## src/rtl/kernel_avg_acc.sv

```systemverilog
// Accumulate-and-average unit: sums one window of 2^LOG2K unsigned samples and
// holds the exact sum plus the rounded mean until downstream accepts them.
module kernel_avg_acc #(
    parameter int W     = 16,
    parameter int LOG2K = 2
) (
    input  logic                 clk,
    input  logic                 rst,
    input  logic                 clr,
    input  logic [W-1:0]         in_data,
    input  logic                 in_valid,
    output logic                 in_ready,
    output logic [W+LOG2K-1:0]   out_sum,
    output logic [W-1:0]         out_avg,
    output logic                 out_valid,
    input  logic                 out_ready
);

    localparam int SW = W + LOG2K;
    localparam logic [LOG2K-1:0] LAST = LOG2K'((1 << LOG2K) - 1);
    localparam logic [SW:0]      HALF = (SW + 1)'(1 << (LOG2K - 1));

    typedef enum logic {ACC, HOLD} state_t;

    state_t           state;
    logic [SW-1:0]    acc;
    logic [LOG2K-1:0] cnt;
    logic [SW-1:0]    next_sum;
    logic [SW:0]      rounded;
    logic             take;
    logic             unused_bits;

    assign take     = in_valid && in_ready;
    assign next_sum = acc + SW'(in_data);
    // One extra bit so the rounding constant can never wrap the window sum.
    assign rounded  = {1'b0, next_sum} + HALF;
    assign unused_bits = ^{rounded[SW], rounded[LOG2K-1:0]};

    // NOTE: all state is updated with non-blocking assignments so every register
    // samples the pre-edge values, independent of statement order.
    always_ff @(posedge clk) begin
        if (rst) begin
            state     <= ACC;
            acc       <= '0;
            cnt       <= '0;
            out_sum   <= '0;
            out_avg   <= '0;
            out_valid <= 1'b0;
            in_ready  <= 1'b1;
        end else begin
            case (state)
                ACC: begin
                    if (clr) begin
                        acc <= '0;
                        cnt <= '0;
                    end else if (take) begin
                        if (cnt == LAST) begin
                            out_sum   <= next_sum;
                            out_avg   <= rounded[SW-1:LOG2K];
                            acc       <= '0;
                            cnt       <= '0;
                            state     <= HOLD;
                            in_ready  <= 1'b0;
                            out_valid <= 1'b1;
                        end else begin
                            acc <= next_sum;
                            cnt <= cnt + 1'b1;
                        end
                    end
                end
                HOLD: begin
                    // clr is deliberately ignored here so a finished result is never lost.
                    if (out_ready) begin
                        state     <= ACC;
                        in_ready  <= 1'b1;
                        out_valid <= 1'b0;
                    end
                end
                default: begin
                    state     <= ACC;
                    in_ready  <= 1'b1;
                    out_valid <= 1'b0;
                end
            endcase
        end
    end

endmodule

```

## config.mk

```make
export PLATFORM = sky130hd
export DESIGN_NAME = kernel_avg_acc
export DESIGN_NICKNAME = d
export VERILOG_FILES = /design/src/rtl/kernel_avg_acc.sv
export SDC_FILE = /design/constraint.sdc
export NUM_CORES = 1
export LEC_CHECK = 0
export ABC_CLOCK_PERIOD_IN_PS = 3700
export BUFFER_PORTS_ARGS = -buffer_cell sky130_fd_sc_hd__buf_2
export CORE_ASPECT_RATIO = 0.5
export CORE_MARGIN = 4
export CORE_UTILIZATION = 56
export DETAILED_ROUTE_END_ITERATION = 8
export GPL_TIMING_DRIVEN = 1
export HOLD_SLACK_MARGIN = 0.1
export PLACE_DENSITY_LB_ADDON = 0.08
export SYNTH_ARGS = -nofsm -noshare
export SYNTH_HDL_FRONTEND = slang
export SYNTH_SLANG_ARGS = --single-unit
```

## constraint.sdc

```tcl
create_clock -name clk -period 3.7 [get_ports clk]
set_clock_uncertainty 0.05 [all_clocks]
set_input_delay 0 -clock clk [delete_from_list [all_inputs] [get_ports clk]]
set_output_delay 0 -clock clk [all_outputs]
set_load 0.005 [all_outputs]
```

==> results of run 1 <==
## cells in the final DEF, fill, tap and decap left out, types with 9 or more instances in the layout
cell	n
dfxtp_1	57
buf_2	56
nand2_1	51
nor2_1	48
a21oi_1	32
ha_1	18
a22oi_1	16
a211oi_1	13
xnor2_1	12
nor3_1	10
o21ai_0	9
clkbuf_16	9
buf_4	9
## cells by family (layout without fill, tap and decap cells)
kind of cell / after synthesis / in the layout / share of synthesized area
compound gates: 115 / 115 / 0.2482
xor+xnor: 20 / 20 / 0.05378
simple gates: 162 / 162 / 0.2405
fa+ha+maj: 19 / 19 / 0.07530
buf+inv: 27 / 90 / 0.03188
flops: 57 / 57 / 0.3504
## worst reg2reg max path: stages, from the launching register on
cell and delay, ns:
dfxtp_1 0.32, ha_1 0.22, fa_1 0.43, a21o_1 0.18, a21oi_1 0.16, xnor2_1 0.28, nand4_1 0.30, and4bb_1 0.50
nand4_1 0.15, or4_1 0.42, a311oi_1 0.25
## metal layers
layer	track usage	wire length (um)	up-vias
met2	0.3590	3525	143
met4	0.04463	49	0
li1	-	-	1574
met3	0.06286	869	7
met5	0	0	-
met1	0.3965	4518	1506
## sequential cells by signal, summed over array words and instances, names as in the netlist
| register | flops |
|---|---|
| acc | 18 |
| out_sum | 18 |
| out_avg | 16 |
| cnt | 2 |
| in_ready | 1 |
| out_valid | 1 |
| state | 1 |
## cell usage after synthesis (3+ instances only)
cell type,n,area (sq um)
nand3_1,8,40.04
ha_1,18,225.2
nor4_1,3,18.77
dfxtp_1,57,1141
a21oi_1,32,160.2
o21ai_0,9,45.04
clkbuf_1,18,67.56
and2_1,6,37.54
a21o_1,8,60.06
o21bai_1,3,22.52
xor2_1,8,70.07
or4_1,4,30.03
nor2b_1,3,18.77
nand2_1,51,191.4
nand4_1,5,31.28
xnor2_1,12,105.1
nor2_1,48,180.2
nand2b_1,4,25.02
nor3_1,10,50.05
o21a_1,4,30.03
a31oi_1,4,25.02
a22oi_1,16,120.1
inv_1,6,22.52
o211ai_1,4,30.03
a211oi_1,13,97.59
or3_1,3,18.77
## what timing repair did
action / in CTS / in global routing
endpoints found under the hold margin: 7 / 0
hold buffers: 3 / 0
resized for setup: 0 / 0
## power breakdown
group / total, uW / leakage (uW) / internal [uW] / switching [uW]
Clock: 823 / 0.000142 / 536 / 286
Sequential: 631 / 0.000461 / 624 / 6.72
Combinational: 276 / 0.00108 / 107 / 169
## worst min path at each step
stage | startpoint | to | slack [ns] | cells past startpoint
finish | in_valid | acc[16] | 0.14 | 5
floorplan | out_ready | in_ready | 0.12 | 2
detailed placement | out_ready | state | 0.26 | 3
global route | in_valid | acc[16] | 0.18 | 5
CTS | in_valid | acc[16] | 0.13 | 5
global placement | out_ready | in_ready | 0.25 | 3
## per-stage QoR
stage          utilization  instance area (sq um)
6_report            0.7099                   3949
5_1_grt             0.7099                   3949
3_5_place_dp        0.6509                   3621
3_3_place_gp        0.6509                   3621
4_1_cts             0.7099                   3949
2_1_floorplan            -                   3257
## final cells by class
type,instances,area (sq um),share of cell area
clock buffer,11,242.7,0.06147
clock inverter,5,55.05,0.01394
inverter,6,22.52,0.005703
multi-input combinational,316,2018,0.5111
sequential,57,1141,0.2890
tap,73,91.34,0.02313
timing repair buffer,68,377.9,0.09569
==> run_results.csv, run 1 <==
group,metric,value,unit
synthesis,synthArstFlopShare,0,
synthesis,syn_inst,400,
global_routing,grt_pass1_vias,2745,
cells_and_area,antenna_cells,0,
synthesis,syn_area,3257,sq um
synthesis,ys_seq_area_frac,0.3504,
global_routing,grt_pass1_wl,14000,um
clock_tree,htree_levels,3,
worst_setup_path,cpMostUsedCell,"nand4_1",
floorplan,die_w,115.9,um
pwr,power_density,438.1,nW/um^2
job,maxCapViolCount,0,
floorplan,initial_core_util,0.5855,
worst_setup_path,cp.depth,12,
cells_and_area,layout.cells.non_filler,536,
clock_tree,cts_buffer_depth,2,
worst_setup_path,critical_path_required,3.88,ns
sta,max_slew_margin,0.2875,
floorplan,dieArea,7174,sq um
clock_tree,cts_tree,"done",
status,status,"finished, final reports clean",
min_path,hold_path.class,"in2reg",
sta,setup_tns,0,ns
worst_setup_path,regToRegEndpoint,"out_avg[14]",
worst_setup_path,crit_path_end,"out_avg[14]",
routing,route.detailed.drc,0,
clock_tree,clock_latency,0.32,ns
cells_and_area,finalNetCount,498,
worst_setup_path,rr_startpoint,"acc[0]",
routing,wirelength,8963,um
placement,dp_worst_setup_slack,0.3516,ns
worst_setup_path,critical_path.max_stage_delay,0.53,ns
sta,finalMaxSlewViolations,0,
synthesis,syn-num-nets,440,
floorplan,ios,57,
routing,drt-pass1-iter-count,5,
worst_setup_path,r2r_cells,10,
synthesis,ys_seq_elements,57,
pwr,fin_total_pwr,1730,uW
pwr,peakVddDrop,0.3714,mV
routing,vias_per_cell,6.026,
sta,hold_viol,0,
cells_and_area,area_delta_synth_final,21.24,%
worst_setup_path,slowest_stage,"dlygate4sd3_1",
sta,fmax,296.8,MHz
global_routing,grt_overflow,0,
synthesis,syn_area_per_cell,8.142,sq um
floorplan,die_y,61.93,um
worst_setup_path,path_cells,"dlygate4sd3_1, buf_2, ha_1, fa_1, a21o_1, a21oi_1, xnor2_1, nand4_1, and4bb_1, nand4_1, or4_1, a311oi_1",
synthesis,synth.distinct_cells,60,
floorplan,core,5563,sq um
worst_setup_path,cpLargestDelayFamily,"simple AND/OR/NAND/NOR gates",
clock_tree,cts_sinks,57,
routing,postRouteAntennaNets,0,
worst_setup_path,worstSetupPathType,"in2reg",
worst_setup_path,crit_fanout,8,
sta,finalCritPeriodShare,0.9107,
sta,layout_setup_ws,0.3306,ns
synthesis,yosysWarnings,0,
sta,setup_viol,0,
clock_tree,cts-root-buf,"clkbuf_16",
clock_tree,postCtsSetupBuffers,0,
worst_setup_path,r2r_slack,0.34,ns
sta,tightest_slew,1.069,ns
synthesis,synth_ff_type,"dfxtp_1",
sta,fin_crit,3.369,ns
worst_setup_path,path_buf_inv,2,
worst_setup_path,arrival,3.55,ns
pwr,power_leakage,0.001680,uW
worst_setup_path,startpoint,"in_data[0]",
sta,rsz0062_at_grt,"no",
global_routing,globalRouteTotalUtil,0.2560,
worst_setup_path,critPathCaptureType,"register",
synthesis,synth_enable_flop_cells,0,
cells_and_area,drive_gt1_frac,0.2052,
placement,hpwl,6581,um
floorplan,rows,19,
routing,num_vias,3230,
clock_tree,clkTransAtPathRegs,0.05,ns
cells_and_area,fillers,461,
placement,port_buffers,56,
placement,gp_congestion,0.9945,
global_routing,grt_max_degree,59,
placement,dp.cells,517,
clock_tree,cts_buffers,9,
global_routing,antenna_found_initial,0,
routing,drt_iter0_drc,388,
routing,wire_per_inst,16.72,um
worst_setup_path,cp-start-kind,"primary input",
sta,whs,0.1367,ns
(Power assumes the default switching activity.)
==> run 2: changes to the inputs <==
HOLD_SLACK_MARGIN = default   (was 0.1)
REMOVE_ABC_BUFFERS = 1   (was default)
==> run 2 against run 1 <==
  * Global-route usage shrank 1.8 points
  * Sequential share of layout area hardly changed
  * Non-clock buffer count down 4
  * Critical path type is now reg2reg
  * Register-to-register slack got worse by 0.06 ns
  * Cell area fell by 0.13%
  * Highest routed layer unchanged
  * Clock power up 9.0%
  * Utilization is 0.090 points lower
  * Worst setup slack got worse by 0.055 ns
  * Total power is 3.2% higher
==> run_results.csv, run 2 (synthesized netlist as in run 1, its figures left out) <==
group,metric,value,unit
status,status,"finished, final reports clean",
clock_tree,clock_latency,0.34,ns
worst_setup_path,critPathCaptureType,"register",
worst_setup_path,path_buf_inv,0,
cells_and_area,mostFrequentLayoutCell,"dfxtp_1",
routing,route.detailed.drc,0,
global_routing,grt_pass1_vias,2859,
min_path,worst_hold_startpoint,"in_valid",
worst_setup_path,cp-start-kind,"register",
routing,wirelength,8158,um
pwr,power_leakage,0.001683,uW
global_routing,grt_pass1_wl,13080,um
routing,wire_per_inst,15.33,um
routing,vias_per_cell,5.908,
floorplan,core,5563,sq um
cells_and_area,most-common-layout-cells,"57 x dfxtp_1, 56 x buf_2, 51 x nand2_1",
floorplan,ios,57,
worst_setup_path,path_cells,"ha_1, fa_1, a21o_1, a21oi_1, xnor2_1, nand4_1, and4bb_1, nand4_1, or4_1, a311oi_1",
cells_and_area,antenna_cells,0,
worst_setup_path,startpoint,"acc[0]",
floorplan,die_w,115.9,um
sta,fin_crit,3.425,ns
floorplan,dieArea,7174,sq um
worst_setup_path,worstSetupPathType,"reg2reg",
cells_and_area,finalNetCount,494,
sta,setup_tns,0,ns
job,maxCapViolCount,0,
floorplan,die_y,61.93,um
clock_tree,postCtsSetupBuffers,0,
global_routing,top_usage_layer,"met2",
clock_tree,cts-root-buf,"clkbuf_16",
cells_and_area,drive_gt1_frac,0.2026,
global_routing,antenna_found_initial,0,
global_routing,grtUsageMet2,0.3778,
clock_tree,cts_tree,"done",
routing,postRouteAntennaNets,0,
routing,num_vias,3143,
global_routing,grt_use_met1,0.3019,
clock_tree,htree_levels,3,
global_routing,grt_overflow,0,
sta,setup_viol,0,
clock_tree,cts_buffer_depth,2,
global_routing,grtUsageMet3,0.07930,
min_path,hold_path.class,"in2reg",
worst_setup_path,cp.depth,10,
sta,tightest_slew,0.8765,ns
cells_and_area,area_delta_synth_final,21.09,%
worst_setup_path,rr_startpoint,"acc[0]",
sta,fmax,292.0,MHz
sta,max_slew_margin,0.4108,
worst_setup_path,cpLargestDelayFamily,"simple AND/OR/NAND/NOR gates",
pwr,peakVddDrop,0.3324,mV
worst_setup_path,regToRegEndpoint,"out_avg[14]",
global_routing,globalRouteTotalUtil,0.2385,
floorplan,rows,19,
placement,hpwl,5785,um
worst_setup_path,cpMostUsedCell,"nand4_1",
worst_setup_path,crit_fanout,8,
worst_setup_path,r2r_cells,10,
cells_and_area,top_regs,"acc x18, out_sum x18, out_avg x16",
sta,finalMaxSlewViolations,0,
global_routing,grt_max_degree,36,
cells_and_area,fillers,484,
worst_setup_path,critical_path_required,3.89,ns
pwr,power_density,452.5,nW/um^2
routing,drt_iter0_drc,181,
placement,port_buffers,56,
floorplan,initial_core_util,0.5855,
clock_tree,cts_sinks,57,
routing,drt-pass1-iter-count,4,
clock_tree,cts_resized,0,
worst_setup_path,r2r_slack,0.28,ns
min_path,hold_depth,4,
worst_setup_path,slowest_stage,"and4bb_1",
sta,whs,0.02403,ns
clock_tree,clkTransAtPathRegs,0.05,ns
placement,gp_congestion,0.8659,
worst_setup_path,arrival,3.62,ns
min_path,min_to,"cnt[0]",
sta,rsz0062_at_grt,"no",
clock_tree,cts_buffers,9,
sta,hold_viol,0,
sta,finalCritPeriodShare,0.9256,
worst_setup_path,critical_path.max_stage_delay,0.54,ns
-- run 2: changes by cell type in the layout (fill, tap and decap cells not counted), sizes merged --
cell and delta:
buf -2, clkbuf +4, clkinv -2, clkinvlp -2
dlygate4sd3 -2
-- run 2: repair_timing --
item,CTS,global route
hold buffers,1,0
hold endpoints to repair,3,0
endpoints found under the setup margin,0,0
-- run 2: worst reg2reg max path, delay by kind of cell, from the launching register on --
kind / cells / cell delay, ns
and+or+nand+nor: 4 / 1.42
xor gates and xnor gates: 1 / 0.30
adders and majority gates: 2 / 0.65
DFF: 1 / 0.31
AOI/OAI and AO/OA: 3 / 0.61
-- run 2: worst max-delay path by stage --
| stage | end | slack, ns |
|---|---|---|
| after global placement | out_avg[14] | 0.48 |
| after detailed placement | out_avg[14] | 0.33 |
| final | out_avg[14] | 0.28 |
| after CTS | out_avg[14] | 0.29 |
| after floorplan | out_avg[13] | 0.64 |
| after global routing | out_avg[14] | 0.005 |
-- run 2: power by group --
group	internal, uW	switching (uW)	leakage [uW]
Clock	612	284	0.000162
Sequential	625	6.15	0.000461
Combinational	101	156	0.00106
Total	1340	446	0.00168
-- run 2: per-layer routing --
layer  up-vias  part of all wire  wire, um
li1       1576                 -         -
met1      1465              0.49      3958
met2        84              0.44      3583
met3        18             0.059       483
met4         0             0.016       132
met5         -                 0         0
-- run 2: layout make-up --
type                       count  area (sq um)  area share
inverter                       6         22.52    0.005711
multi-input combinational    316          2018      0.5117
sequential                    57          1141      0.2893
timing repair buffer          64         342.8     0.08693
clock inverter                 1         30.03    0.007614
clock buffer                  15         297.8     0.07551
tap                           73         91.34     0.02316
-- run 2: metrics by stage --
stage,setup slack (ns),cells,util,area [sq um],power [uW]
after floorplan,0.6435,379,-,3176,819.7
after global placement,0.4792,515,0.6482,3606,887.0
after detailed placement,0.3291,515,0.6482,3606,894.6
after CTS,0.2887,532,0.7090,3944,1791
after global routing,0.005054,532,0.7090,3944,1848
final,0.2754,532,0.7090,3944,1785
==> run 3: changes to the inputs <==
ABC_CLOCK_PERIOD_IN_PS = default   (was 3700)
PLACE_DENSITY = 0.8   (was default)
PLACE_DENSITY_LB_ADDON = default   (was 0.08)
==> run 3 against run 2 <==
  * Sequential power about the same
  * Die area unchanged
  * Cell count unchanged
  * Clock power decreased by 9.9%
  * Flip-flop and latch count unchanged
  * Largest cell class unchanged
  * Highest routed layer unchanged
  * First-iteration DRC count increased by 29%
  * Combinational power about the same
  * Critical path depth unchanged
==> run_results.csv, run 3 (synthesized netlist as in run 1, its figures left out) <==
group,metric,value,unit
status,status,"finished, final reports clean",
sta,setup_tns,0,ns
cells_and_area,most-common-layout-cells,"57 x dfxtp_1, 56 x buf_2, 51 x nand2_1",
floorplan,dieArea,7174,sq um
floorplan,die_w,115.9,um
pwr,power_density,434.8,nW/um^2
clock_tree,cts_buffer_depth,2,
cells_and_area,mostFrequentLayoutCell,"dfxtp_1",
sta,rsz0062_at_grt,"no",
pwr,fin_total_pwr,1698,uW
sta,max_slew_margin,0.4407,
routing,vias_per_cell,6.002,
placement,port_buffers,56,
routing,wl_met3,578,um
routing,drt-met1-wl,3744,um
global_routing,globalRouteTotalUtil,0.2469,
min_path,hold_path.class,"in2reg",
pwr,p_clk_frac,0.475,
cells_and_area,finalNetCount,494,
global_routing,grt_overflow,0,
worst_setup_path,critical_path_required,3.88,ns
worst_setup_path,path_buf_inv,0,
clock_tree,clkTransAtPathRegs,0.05,ns
routing,drt_iter0_drc,233,
pwr,power_leakage,0.001664,uW
clock_tree,cts-root-buf,"clkbuf_16",
global_routing,grt_max_degree,47,
worst_setup_path,cp.depth,10,
routing,wirelength,8335,um
floorplan,die_y,61.93,um
sta,fin_crit,3.383,ns
clock_tree,cts_buffers,9,
cells_and_area,multiInputGateArea,2018,sq um
worst_setup_path,slowest_stage,"and4bb_1",
global_routing,grt_pass1_vias,3062,
worst_setup_path,critical_path.max_stage_delay,0.51,ns
pwr,switching_share,0.2565,
routing,dr_wl_met2,3868,um
sta,fmax,295.6,MHz
worst_setup_path,path_cells,"ha_1, fa_1, a21o_1, a21oi_1, xnor2_1, nand4_1, and4bb_1, nand4_1, or4_1, a311oi_1",
worst_setup_path,crit_fanout,8,
routing,highest_layer,"met4",
clock_tree,cts_resized,0,
routing,wire_per_inst,15.67,um
pwr,p_switching,435.7,uW
placement,hpwl,5978,um
floorplan,initial_core_util,0.5855,
min_path,hold_depth,4,
floorplan,ios,57,
worst_setup_path,arrival,3.57,ns
cells_and_area,area_delta_synth_final,19.94,%
clock_tree,postCtsSetupBuffers,0,
clock_tree,cts_tree,"done",
worst_setup_path,rr_startpoint,"acc[0]",
floorplan,rows,19,
clock_tree,clock_latency,0.33,ns
pwr,peakVddDrop,0.3300,mV
worst_setup_path,worstSetupPathType,"reg2reg",
worst_setup_path,regToRegEndpoint,"out_avg[14]",
routing,route.detailed.drc,0,
pwr,p_comb_frac,0.153,
cells_and_area,layout.cells.non_filler,532,
sta,tightest_slew,0.8389,ns
worst_setup_path,r2r_slack,0.32,ns
placement,dp.cells,515,
routing,postRouteAntennaNets,0,
worst_setup_path,cpLargestDelayFamily,"simple AND/OR/NAND/NOR gates",
cells_and_area,seq_area,1141,sq um
pwr,p_seq_frac,0.371,
clock_tree,cts_sinks,57,
cells_and_area,drive_gt1_frac,0.1983,
clock_tree,htree_levels,3,
sta,whs,0.04603,ns
worst_setup_path,r2r_cells,10,
routing,num_vias,3193,
cells_and_area,fillers,437,
sta,finalCritPeriodShare,0.9142,
min_path,min_to,"cnt[0]",
worst_setup_path,cp-start-kind,"register",
cells_and_area,top_regs,"acc x18, out_sum x18, out_avg x16",
min_path,worst_hold_startpoint,"clr",
routing,drt-pass1-iter-count,5,
sta,setup_viol,0,
job,maxCapViolCount,0,
pwr,internal_power,1263,uW
worst_setup_path,cpMostUsedCell,"nand4_1",
global_routing,antenna_found_initial,0,
sta,finalMaxSlewViolations,0,
placement,gp_congestion,0.8900,
sta,hold_viol,0,
floorplan,core,5563,sq um
worst_setup_path,critPathCaptureType,"register",
global_routing,grt_pass1_wl,13830,um
cells_and_area,antenna_cells,0,
[run 3: changes by cell type in the layout (fill, tap and decap cells not counted), sizes merged]
cell | before | now
clkbuf | 15 | 13
clkinv | 0 | 2
[run 3: area by class of cell]
| type | count | area share |
|---|---|---|
| clock inverter | 3 | 0.01025 |
| sequential | 57 | 0.2921 |
| multi-input combinational | 316 | 0.5167 |
| inverter | 6 | 0.005766 |
| tap | 73 | 0.02338 |
| clock buffer | 13 | 0.06406 |
| timing repair buffer | 64 | 0.08776 |
[run 3: worst max path at each step]
stage / start / to / slack (ns)
after CTS: acc[0] / out_avg[14] / 0.33
final: acc[0] / out_avg[14] / 0.32
after floorplan: acc[6] / out_avg[13] / 0.64
after detailed placement: acc[0] / out_avg[14] / 0.36
after global placement: acc[0] / out_avg[14] / 0.49
after global routing: acc[0] / out_avg[13] / 0.03
[run 3: timing repair]
action                                  4_1_cts  5_1_grt
hold buffers                                  1        0
endpoints found under the hold margin         3        0
endpoints found under the setup margin        0        0
[run 3: stage by stage]
| stage | util | setup slack [ns] | area, sq um |
|---|---|---|---|
| CTS | 0.7022 | 0.3325 | 3906 |
| global route | 0.7022 | 0.03081 | 3906 |
| global placement | 0.6482 | 0.4858 | 3606 |
| detailed placement | 0.6482 | 0.3575 | 3606 |
| floorplan | - | 0.6435 | 3176 |
| finish | 0.7022 | 0.3174 | 3906 |
[run 3: layer usage]
layer  track usage  vias to the layer above
met1        0.2984                     1496
met3       0.08221                       19
met5             0                        -
met4        0.1041                        0
li1              -                     1571
met2        0.4154                      107
[run 3: tightest hold or removal path, delay by kind of cell]
family                 cells  cell delay [ns]
AO/OA/AOI/OAI              2             0.14
AND/OR/NAND/NOR            1             0.13
buffers and inverters      1             0.11
[run 3: power groups by stage]
| stage | Sequential, uW | Clock [uW] | Combinational [uW] |
|---|---|---|---|
| CTS | 631 | 820 | 255 |
| detailed placement | 643 | 0 | 252 |
| finish | 631 | 808 | 260 |
| global placement | 643 | 0 | 241 |
| global route | 631 | 854 | 286 |
| floorplan | 642 | 0 | 178 |
